$ cat src/rtl/spi_master_sequencer.sv
// Command/response sequencer in front of an SPI master: queues outgoing words,
// runs one ENA-framed transfer at a time, captures the MISO word and enforces an inter-frame gap.
module spi_master_sequencer #(
  parameter int outBits = 16,
  parameter int DEPTH   = 4,
  parameter int GAP     = 4,
  parameter int SETTLE  = 4,
  parameter int TIMEOUT = 1023
) (
  input  logic                     SYS_CLK,
  input  logic                     RESET,
  input  logic [outBits-1:0]       CMD_DATA,
  input  logic                     CMD_VALID,
  output logic                     CMD_READY,
  output logic [outBits-1:0]       RSP_DATA,
  output logic                     RSP_VALID,
  input  logic                     RSP_READY,
  output logic                     ENA,
  output logic [outBits-1:0]       DATA_MOSI,
  input  logic                     FIN,
  input  logic [outBits-1:0]       DATA_MISO,
  output logic                     BUSY,
  output logic                     ERR_TIMEOUT,
  output logic [$clog2(DEPTH):0]   COUNT
);

  localparam int AW = $clog2(DEPTH);
  localparam int CW = AW + 1;
  localparam logic [15:0] TO_LAST     = 16'(TIMEOUT - 1);
  localparam logic [15:0] SETTLE_LAST = 16'(SETTLE - 1);
  localparam logic [15:0] GAP_LAST    = 16'(GAP - 1);

  typedef enum logic [2:0] {S_IDLE, S_LOAD, S_ACTIVE, S_SETTLE, S_GAP} state_t;

  state_t             state, state_next;
  logic [15:0]        timer;
  logic [outBits-1:0] mem [DEPTH];
  logic [AW-1:0]      wr_ptr, rd_ptr;
  logic [CW-1:0]      count;
  logic               push, pop, abort, capture;

  assign CMD_READY = (count != CW'(DEPTH));
  assign COUNT     = count;
  assign push      = CMD_VALID && CMD_READY;
  // A new frame is only launched once the previous response has been taken.
  assign pop       = (state == S_IDLE) && (count != '0) && !RSP_VALID;
  assign abort     = (state == S_ACTIVE) && !FIN && (timer == TO_LAST);
  assign capture   = (state == S_SETTLE) && (timer == SETTLE_LAST);

  // NOTE: the storage array has no reset; emptiness is defined by the pointers and count alone.
  always_ff @(posedge SYS_CLK) begin
    if (push) mem[wr_ptr] <= CMD_DATA;
  end

  // NOTE: sequential state uses non-blocking assignments so every register samples pre-edge values.
  always_ff @(posedge SYS_CLK or posedge RESET) begin
    if (RESET) begin
      wr_ptr <= '0;
      rd_ptr <= '0;
      count  <= '0;
    end else begin
      if (push) wr_ptr <= wr_ptr + AW'(1);
      if (pop)  rd_ptr <= rd_ptr + AW'(1);
      count <= count + CW'(push) - CW'(pop);
    end
  end

  always_ff @(posedge SYS_CLK or posedge RESET) begin
    if (RESET) state <= S_IDLE;
    else       state <= state_next;
  end

  // NOTE: default assignment first so no path through the case leaves state_next unassigned (no latch).
  always_comb begin
    state_next = state;
    case (state)
      S_IDLE:   if (pop) state_next = S_LOAD;
      S_LOAD:   state_next = S_ACTIVE;
      S_ACTIVE: begin
        if (FIN)                   state_next = S_SETTLE;
        else if (timer == TO_LAST) state_next = S_GAP;
      end
      S_SETTLE: if (timer == SETTLE_LAST) state_next = S_GAP;
      S_GAP:    if (timer == GAP_LAST)    state_next = S_IDLE;
      default:  state_next = S_IDLE;
    endcase
  end

  // ENA decoded from state so it drops together with the asynchronous reset.
  always_comb begin
    ENA  = (state == S_ACTIVE) || (state == S_SETTLE);
    BUSY = (state != S_IDLE);
  end

  // Timer restarts on every state change and runs while a state is held.
  always_ff @(posedge SYS_CLK or posedge RESET) begin
    if (RESET) begin
      timer       <= '0;
      DATA_MOSI   <= '0;
      RSP_DATA    <= '0;
      RSP_VALID   <= 1'b0;
      ERR_TIMEOUT <= 1'b0;
    end else begin
      timer       <= (state_next != state || state == S_IDLE) ? '0 : timer + 16'd1;
      ERR_TIMEOUT <= abort;
      if (pop) DATA_MOSI <= mem[rd_ptr];
      if (capture) begin
        RSP_DATA  <= DATA_MISO;
        RSP_VALID <= 1'b1;
      end else if (RSP_VALID && RSP_READY) begin
        RSP_VALID <= 1'b0;
      end
    end
  end

endmodule

$ cat config.mk
export PLATFORM = sky130hd
export DESIGN_NAME = spi_master_sequencer
export DESIGN_NICKNAME = d
export VERILOG_FILES = /design/src/rtl/spi_master_sequencer.sv
export SDC_FILE = /design/constraint.sdc
export NUM_CORES = 1
export LEC_CHECK = 0
export CAP_MARGIN = 20
export CELL_PAD_IN_SITES_DETAIL_PLACEMENT = 0
export CELL_PAD_IN_SITES_GLOBAL_PLACEMENT = 1
export CORE_MARGIN = 3
export CORE_UTILIZATION = 45
export CTS_CLUSTER_SIZE = 25
export DETAILED_ROUTE_END_ITERATION = 16
export DONT_BUFFER_PORTS = 1
export HOLD_SLACK_MARGIN = 0.06
export PLACE_DENSITY_LB_ADDON = 0.1
export RECOVER_POWER = 50
export SETUP_SLACK_MARGIN = 0.5
export SLEW_MARGIN = 20
export SYNTH_ARGS = -nofsm -noshare
export SYNTH_HDL_FRONTEND = slang
export SYNTH_SLANG_ARGS = --single-unit
$ cat constraint.sdc
create_clock -name SYS_CLK -period 2.9 [get_ports SYS_CLK]
set_clock_uncertainty 0.2 [all_clocks]
set_input_delay 0.29 -clock SYS_CLK [delete_from_list [all_inputs] [get_ports SYS_CLK]]
set_output_delay 0.29 -clock SYS_CLK [all_outputs]
set_load 0.005 [all_outputs]
==> results of run 1 <==
critical path: stages, from the launching register on:
cell and delay (ps):
dfrtp_1 460, nor2_1 130, nand2_1 150, and2_4 220, inv_1 60, ha_1 220
inv_1 60, ha_1 130, inv_1 50, fa_2 350, xnor2_2 140, xnor2_1 120
layout make-up:
type	instances	share of cell area
clock buffer	24	0.0735
sequential	124	0.545
clock inverter	8	0.0187
multi-input combinational	153	0.252
inverter	13	0.00777
tap	140	0.0279
timing repair buffer	49	0.0751
flip-flops by register name, summed over array words and instances (netlist names):
signal	flops
mem	64
wr_ptr	2
state	3
timer	16
COUNT	3
RSP_DATA	16
ERR_TIMEOUT	1
RSP_VALID	1
DATA_MOSI	16
rd_ptr	2
worst min-delay path by stage:
stage / endpoint / slack [ps]
finish: RSP_DATA[2] / 200
global route: mem[0][4] / 210
CTS: RSP_DATA[2] / 100
detailed placement: RSP_DATA[2] / -50
global placement: RSP_DATA[2] / -50
floorplan: mem[0][0] / 190
per-layer routing:
metal | routed length, um | up-vias | GRT usage
met3 | 490 | 14 | 0.0561
met1 | 4150 | 1388 | 0.205
met5 | 0 | - | 0
met4 | 148 | 0 | 0.0689
met2 | 4500 | 68 | 0.246
li1 | - | 1254 | -
cell usage after synthesis, types with 2 or more instances:
library cell | number | share of area
buf_4 | 2 | 0.0029
nor4_1 | 2 | 0.0025
a22oi_1 | 3 | 0.0044
nand3_1 | 6 | 0.0059
o31ai_1 | 2 | 0.0029
mux4_2 | 16 | 0.071
ha_1 | 8 | 0.020
mux2_4 | 10 | 0.029
mux2_2 | 23 | 0.051
nand2_1 | 9 | 0.0066
and4_1 | 2 | 0.0034
nand4_1 | 3 | 0.0037
nor3_1 | 2 | 0.0020
xor2_1 | 9 | 0.015
buf_2 | 5 | 0.0049
or3_1 | 2 | 0.0025
dfrtp_1 | 60 | 0.29
and2_1 | 2 | 0.0025
o22ai_1 | 2 | 0.0025
xnor2_1 | 7 | 0.012
inv_1 | 13 | 0.0096
a21oi_1 | 14 | 0.014
nor2_1 | 4 | 0.0029
clkbuf_1 | 3 | 0.0022
and3_1 | 5 | 0.0061
edfxtp_1 | 64 | 0.38
or4_1 | 2 | 0.0029
o21ai_0 | 2 | 0.0020
and3_2 | 4 | 0.0059
cell families (layout without fill, tap and decap cells):
| family | after synthesis | in the layout |
|---|---|---|
| XOR/XNOR | 16 | 16 |
| AND/OR/NAND/NOR | 52 | 52 |
| buffers and inverters | 25 | 94 |
| AO/OA/AOI/OAI | 27 | 27 |
| flip-flops | 124 | 124 |
| adder cells (fa/ha/maj) | 9 | 9 |
| multiplexers | 49 | 49 |
power breakdown:
group / switching (W) / leakage (nW) / internal (W)
Clock: 0.000697 / 0.282 / 0.00137
Combinational: 0.000663 / 0.842 / 0.000828
Sequential: 0.000362 / 1.35 / 0.00238
stage by stage:
step	utilization	std cells	area, um^2
after floorplan	-	302	5110
after global placement	0.484	440	5300
after detailed placement	0.484	440	5300
after CTS	0.573	510	6260
after global routing	0.574	511	6280
final	0.574	511	6280
repair_timing:
| item | in CTS | in global routing |
|---|---|---|
| endpoints found under the hold margin | 99 | 0 |
| setup endpoints to repair | 1 | 20 |
| hold buffers | 36 | 0 |
| pin swaps | 0 | 2 |
| resized for setup | 3 | 6 |
| setup buffers | 2 | 1 |
==> impl_metrics.toml, run 1 <==
[timing]
maxSlewHeadroom = 0.173
fmax_mhz = 417
hold_ws_ps = 199
setup_slack_ps = 504
tightest_slew_ps = 1240
timing.final.crit_share = 0.826
fin_setup_tns_ps = 0
final-hold-violation-count = 0
grt_setup_unrepaired = "yes"
slew_viol_final = 0
finalSetupViolations = 0
layout_min_cycle_time_ps = 2400

[logic_synthesis]
synthAdderAreaFrac = 0.0236
dominantRegCellSynth = "edfxtp_1"
synth_warnings = 0
yosysSeqAreaShare = 0.672
avgSynthCellArea_um2 = 16.9
synth_fp_nets = 348
synth_compound_area_frac = 0.0317
yosys.area_share.simple = 0.0690
ys_async_sr_fraction = 0.484
synth-xor-area-share = 0.0275
syn_inst = 302
yosysUniqueCellTypes = 45
synth_area_um2 = 5100
synth_top_family_by_area = "multiplexers"
muxShareOfSynthArea = 0.151
ys_ff_latch = 124
synth-edff-count = 64

[grt]
grt_pass1_vias = 2939
grt_pass1_wl_mm = 15.3
antenna_found_initial = 0
grt_max_degree = 48
grt-ovfl-total = 0
track_usage = 0.159

[setup_path]
rr_startpoint = "COUNT[1]"
cp-end-kind = "register"
crit_start = "COUNT[1]"
critPathArrivalTime_ps = 2480
cp-endpoint = "COUNT[2]"
cp_data_required_time_ps = 2980
r2r_end = "COUNT[2]"
start_kind = "register"
path_max_fanout = 6
reg2reg_slack_ps = 500
critPathKind = "register to register"
rr_worst_depth = 11

[place]
dp_hpwl_mm = 5.70
portBuffers = 0
post-place-ws_ps = 455
finalWeightedCongestion = 0.779

[power]
total_power_w = 0.00630
power.leakage_nw = 2.47
ir_drop_v = 0.000537
power.density_nw_per_um2 = 1000

[floorplan]
start_util = 0.466
rows = 38
die_area_um2 = 12600
io_pins = 77
die_y_um = 112
die_w_um = 112
core_area_um2 = 10900

[finish]
diodes = 0
drive_gt1_frac = 0.286
final_cell_mix = "edfxtp_1 (64), dfrtp_1 (59), dlygate4sd3_1 (36)"
fin_nets = 404
final.fill_count = 847
syn_to_final_growth_pct = 23.2
ff_latch_area_um2 = 3420
final_common_cell = "edfxtp_1"
multi_input_area_um2 = 1580

[detailed_routing]
dr.pass1.iters = 4
drcViolationCount = 0
vias = 2724
wirelength_mm = 9.29
drtIter0Drc = 131
via_per_inst = 5.33
final_antenna_net_count = 0
wl_per_cell_um = 18.2

[run]
cap_violations = 0

[run_status]
status = "completed"

[clock_network]
numCtsBuffers = 17
path_clk_slew_ps = 50
cts_buffer_depth = 2
h-tree-depth = 4
clock-root-buffer = "clkbuf_16"
cts_tree = "yes"
clkLatencyLatePin_ps = 410
cts_sinks = 124

[hold_path]
min_path_type = "input pin to async pin"
No activity file was read; power rests on OpenSTA's default activity.
==> run 2, diff against run 1 <==
- ABC_AREA: not set -> 1
- clock period: 2.9 -> 2.45 ns (I/O delays scaled with it)
==> run 2 against run 1 <==
Against the previous run:
- sequential power up 18%
- via count up 19%
- register-to-register slack worse by 60 ps
==> impl_metrics.toml, run 2 <==
[detailed_routing]
wirelength_mm = 10.5
via_per_inst = 4.94
drtIter0Drc = 143
drcViolationCount = 0
final_antenna_net_count = 0
wl_per_cell_um = 16.0
vias = 3251
dr.pass1.iters = 4

[power]
power.density_nw_per_um2 = 1240
ir_drop_v = 0.000825
power.leakage_nw = 2.60

[place]
finalWeightedCongestion = 0.810
portBuffers = 0
dp_hpwl_mm = 6.41

[timing]
maxSlewHeadroom = 0.245
layout_min_cycle_time_ps = 2000
finalSetupViolations = 0
timing.final.crit_share = 0.818
final-hold-violation-count = 0
slew_viol_final = 0
grt_setup_unrepaired = "yes"
fin_setup_tns_ps = 0
tightest_slew_ps = 1130
fmax_mhz = 499

[grt]
grt-ovfl-total = 0
track_usage = 0.175
grt_max_degree = 34
grt_pass1_wl_mm = 17.2
antenna_found_initial = 0
grt_pass1_vias = 3323

[floorplan]
die_w_um = 114
rows = 38
start_util = 0.472
die_area_um2 = 13000
io_pins = 77
die_y_um = 114
core_area_um2 = 11100

[logic_synthesis]
synth_common_cells = "nor2_1 (111), edfxtp_1 (64), dfrtp_1 (60), o21ai_0 (34), inv_1 (27)"
avgSynthCellArea_um2 = 11.9
synth_compound_area_frac = 0.0603
yosys.area_share.simple = 0.162
synthAdderAreaFrac = 0.0229
dominantRegCellSynth = "edfxtp_1"
ys_ff_latch = 124
synth.area.top_cells = "edfxtp_1 (37%), dfrtp_1 (29%), nor2_1 (7.9%)"
yosysSeqAreaShare = 0.652
synth_warnings = 0
synth_top_area_share = 0.366
synth-xor-area-share = 0.0233
yosysUniqueCellTypes = 34
synth_fp_nets = 488
synth_top_family_by_area = "simple AND/OR/NAND/NOR gates"
synth-edff-count = 64
synth.largest_area_cell = "edfxtp_1"
synth_area_um2 = 5250
muxShareOfSynthArea = 0.0400
ys_async_sr_fraction = 0.484
yosysMostFrequentCell = "nor2_1"
syn_inst = 442

[setup_path]
path_max_fanout = 4
critPathKind = "register to register"
cp_data_required_time_ps = 2550
cp-end-kind = "register"
start_kind = "register"
critPathArrivalTime_ps = 2100

[finish]
largest_register_ffs = 64
fin_nets = 552
regMostFlops = "mem"
final_common_cell = "nor2_1"
final_util = 0.592
final_cell_mix = "nor2_1 (105), edfxtp_1 (64), dfrtp_1 (56)"
diodes = 0
drive_gt1_frac = 0.236
syn_to_final_growth_pct = 25.4

[hold_path]
min_path_type = "input pin to register"

[clock_network]
clkLatencyLatePin_ps = 410
h-tree-depth = 4
cts_buffer_depth = 2
clock-root-buffer = "clkbuf_16"
cts_tree = "yes"
path_clk_slew_ps = 50
numCtsBuffers = 17
cts_sinks = 124

[run_status]
status = "completed"

[run]
cap_violations = 0
[run 2: power breakdown]
| group | internal (W) | switching, W |
|---|---|---|
| Sequential | 0.00282 | 0.000401 |
| Clock | 0.00148 | 0.000850 |
| Combinational | 0.00112 | 0.00148 |
[run 2: stage by stage]
stage	instance area, um^2	worst slack (ps)	hold WS, ps	total power [W]	std cells
floorplan	5300	241	141	0.00491	442
global route	6590	333	95.3	0.00871	658
finish	6590	446	90.6	0.00815	658
global placement	5470	349	42.7	0.00534	578
CTS	6480	433	64.8	0.00805	652
detailed placement	5470	293	46.5	0.00539	578
[run 2: metal layers]
metal,GRT usage,share of wire
met1,0.216,0.43
met3,0.0581,0.049
met4,0.0657,0.017
met2,0.286,0.51
met5,0,0
[run 2: path summary, 6_finish.rpt]
check / startpoint / end / slack, ps / cells after the start
hold / removal: CMD_VALID / COUNT[1] / 90 / 4
setup / recovery: COUNT[2] / COUNT[1] / 450 / 9
min in group asynchronous: RESET / COUNT[2] / 380 / 2
hold reg to reg: RSP_DATA[6] / RSP_DATA[6] / 330 / 1
setup reg to reg: COUNT[2] / COUNT[1] / 450 / 9
max in group asynchronous: RESET / COUNT[0] / 910 / 3
[run 2: repair_timing]
action                     in CTS  in global routing
cloned                          0                  1
resized for setup               9                 10
pin swaps                       4                  5
hold buffers                   35                  0
buffers inserted                8                  5
hold endpoints to repair      114                  0
setup endpoints to repair      26                 85
[run 2: cell families after synthesis]
group | Yosys count
buf+inv | 47
xor+xnor | 14
flops | 124
mux | 16
compound gates | 57
simple gates | 175
fa+ha+maj | 9
[run 2: layout make-up]
class,instances,area [um^2]
Fill cell,896,4540
Sequential cell,124,3430
Multi-Input combinational cell,271,1710
Timing Repair Buffer,60,601
Clock buffer,19,433
Tap cell,140,175
Clock inverter,12,125
Inverter,32,120
[run 2: worst max-delay path: stages, from the launching register on]
cell      delay (ps)
dfrtp_2          440
nand3b_1         190
nand3_2          100
inv_2             50
ha_4             200
inv_2             60
ha_4             110
inv_2             30
fa_1             470
inv_1             40
==> run 3, diff against run 2 <==
- clock period: 2.45 -> 2.1 ns (I/O delays scaled with it)
==> run 3 against run 2 <==
Against the previous run:
- sequential share of layout area down 3.8 points
- final cell count grew 3.0%
- utilization is 4.7 points higher
- critical path depth increased by 2
- routed wire length rose by 12%
- via count grew 5.4%
- critical path type unchanged
==> impl_metrics.toml, run 3 (synthesis gave the netlist of run 2 again) <==
[setup_path]
crit_slowest_cell = "fa_2"
cp_num_buf_inv = 5
start_kind = "register"
rr_startpoint = "state[0]"
critPathArrivalTime_ps = 2180
path_delay_family = "adder cells"
cp_data_required_time_ps = 2210
max_stage_delay_ps = 520
crit_chain = "inv_2 -> nand2_4 -> nor2_4 -> nand3_2 -> inv_2 -> ha_4 -> inv_4 -> ha_4 -> inv_2 -> fa_2 -> inv_2"
path_common_cell = "inv_2"
cp-end-kind = "register"
crit_start = "state[0]"
critPathKind = "register to register"
path_max_fanout = 2

[floorplan]
die_w_um = 114
core_area_um2 = 11100
start_util = 0.472
io_pins = 77
rows = 38
die_area_um2 = 13000
die_y_um = 114

[timing]
tightest_slew_ps = 848
final-hold-violation-count = 0
slew_viol_final = 0
layout_min_cycle_time_ps = 2070
finalSetupViolations = 0
grt_setup_unrepaired = "yes"
timing.final.crit_share = 0.984
setup_slack_ps = 32.9
maxSlewHeadroom = 0.435
fmax_mhz = 484

[power]
p_switching_w = 0.00358
combPwrFrac = 0.386
p_sw_frac = 0.343
ir_drop_v = 0.00110
internal-power_w = 0.00685
power.density_nw_per_um2 = 1470
power.share.clock = 0.259
power.leakage_nw = 2.83
pwr-share-seq = 0.354

[place]
dp_hpwl_mm = 6.36
place_inst = 587
post-place-ws_ps = 23.6
post_dp_cell_area_um2 = 5640
portBuffers = 0
finalWeightedCongestion = 0.775

[finish]
drive_gt1_frac = 0.297
largest_register_ffs = 64
final_design_area_no_fill_um2 = 7110
final.fill_count = 870
regMostFlops = "mem"
final_cells = 678
diodes = 0
final_common_cell = "nor2_1"
syn_to_final_growth_pct = 35.3
final_cell_mix = "nor2_1 (96), edfxtp_1 (64), dfrtp_1 (57)"
fin_nets = 571

[grt]
grt_pass1_wl_mm = 18.5
grt-ovfl-total = 0
grt_max_degree = 61
track_usage = 0.190
grt_pass1_vias = 3665
antenna_found_initial = 0

[hold_path]
min_path_type = "input pin to register"
hp-start = "CMD_VALID"

[detailed_routing]
wl_per_cell_um = 17.4
drcViolationCount = 0
via_per_inst = 5.06
final_antenna_net_count = 0
drtIter0Drc = 135
wirelength_mm = 11.8
dr.pass1.iters = 4
vias = 3428

[clock_network]
cts_sinks = 124
hold_buffers = 35
cts_buffer_depth = 2
clock-root-buffer = "clkbuf_16"
path_clk_slew_ps = 50
numCtsBuffers = 17
cts_tree = "yes"
clkLatencyLatePin_ps = 410
h-tree-depth = 4

[run]
cap_violations = 0

[run_status]
status = "completed"
-- run 3: power groups by stage --
stage | Combinational [W] | Clock, W | Sequential [W]
after floorplan | 0.00214 | 0 | 0.00363
after global placement | 0.00281 | 0 | 0.00370
after detailed placement | 0.00288 | 0 | 0.00372
after CTS | 0.00371 | 0.00277 | 0.00368
after global routing | 0.00441 | 0.00287 | 0.00378
final | 0.00403 | 0.00271 | 0.00369
-- run 3: layout make-up --
class                      count  area (um^2)  share of cell area
tap                          140          175              0.0246
multi-input combinational    271         1890               0.265
inverter                      32          126              0.0178
clock buffer                  22          474              0.0667
timing repair buffer          79          927               0.130
clock inverter                10         90.1              0.0127
sequential                   124         3430               0.482
-- run 3: worst reg2reg max path, delay by kind of cell, from the launching register on --
family	cells	cell delay, ps
buf+inv	5	290
fa+ha+maj	3	840
flops	1	380
simple gates	3	250
-- run 3: final timing paths --
kind,to,slack [ps],depth (start not counted)
worst max-delay path,COUNT[1],30,11
worst min-delay path,wr_ptr[0],10,4
worst max register to register,COUNT[1],30,11
worst min register to register,RSP_DATA[4],340,1
max in group asynchronous,timer[0],710,3
min in group asynchronous,DATA_MOSI[3],380,3
-- run 3: what timing repair did --
item | 4_1_cts | 5_1_grt
gates resized for setup | 29 | 40
pin swaps | 9 | 6
setup buffers | 13 | 5
endpoints found under the setup margin | 119 | 123
gates cloned | 6 | 0
hold endpoints to repair | 148 | 2
-- run 3: layer usage --
layer | global-route usage | share of wire
met1 | 0.225 | 0.41
met2 | 0.318 | 0.52
met3 | 0.0634 | 0.050
met4 | 0.0816 | 0.019
met5 | 0 | 0
-- run 3: through the flow --
stage	TNS [ps]	total power, W	utilization	hold slack (ps)
4_1_cts	0	0.0102	0.624	0.754
2_1_floorplan	-213	0.00577	-	106
5_1_grt	-69.2	0.0111	0.639	25.2
6_report	0	0.0104	0.639	13.0
3_3_place_gp	0	0.00651	0.507	1.11
3_5_place_dp	0	0.00660	0.507	5.84
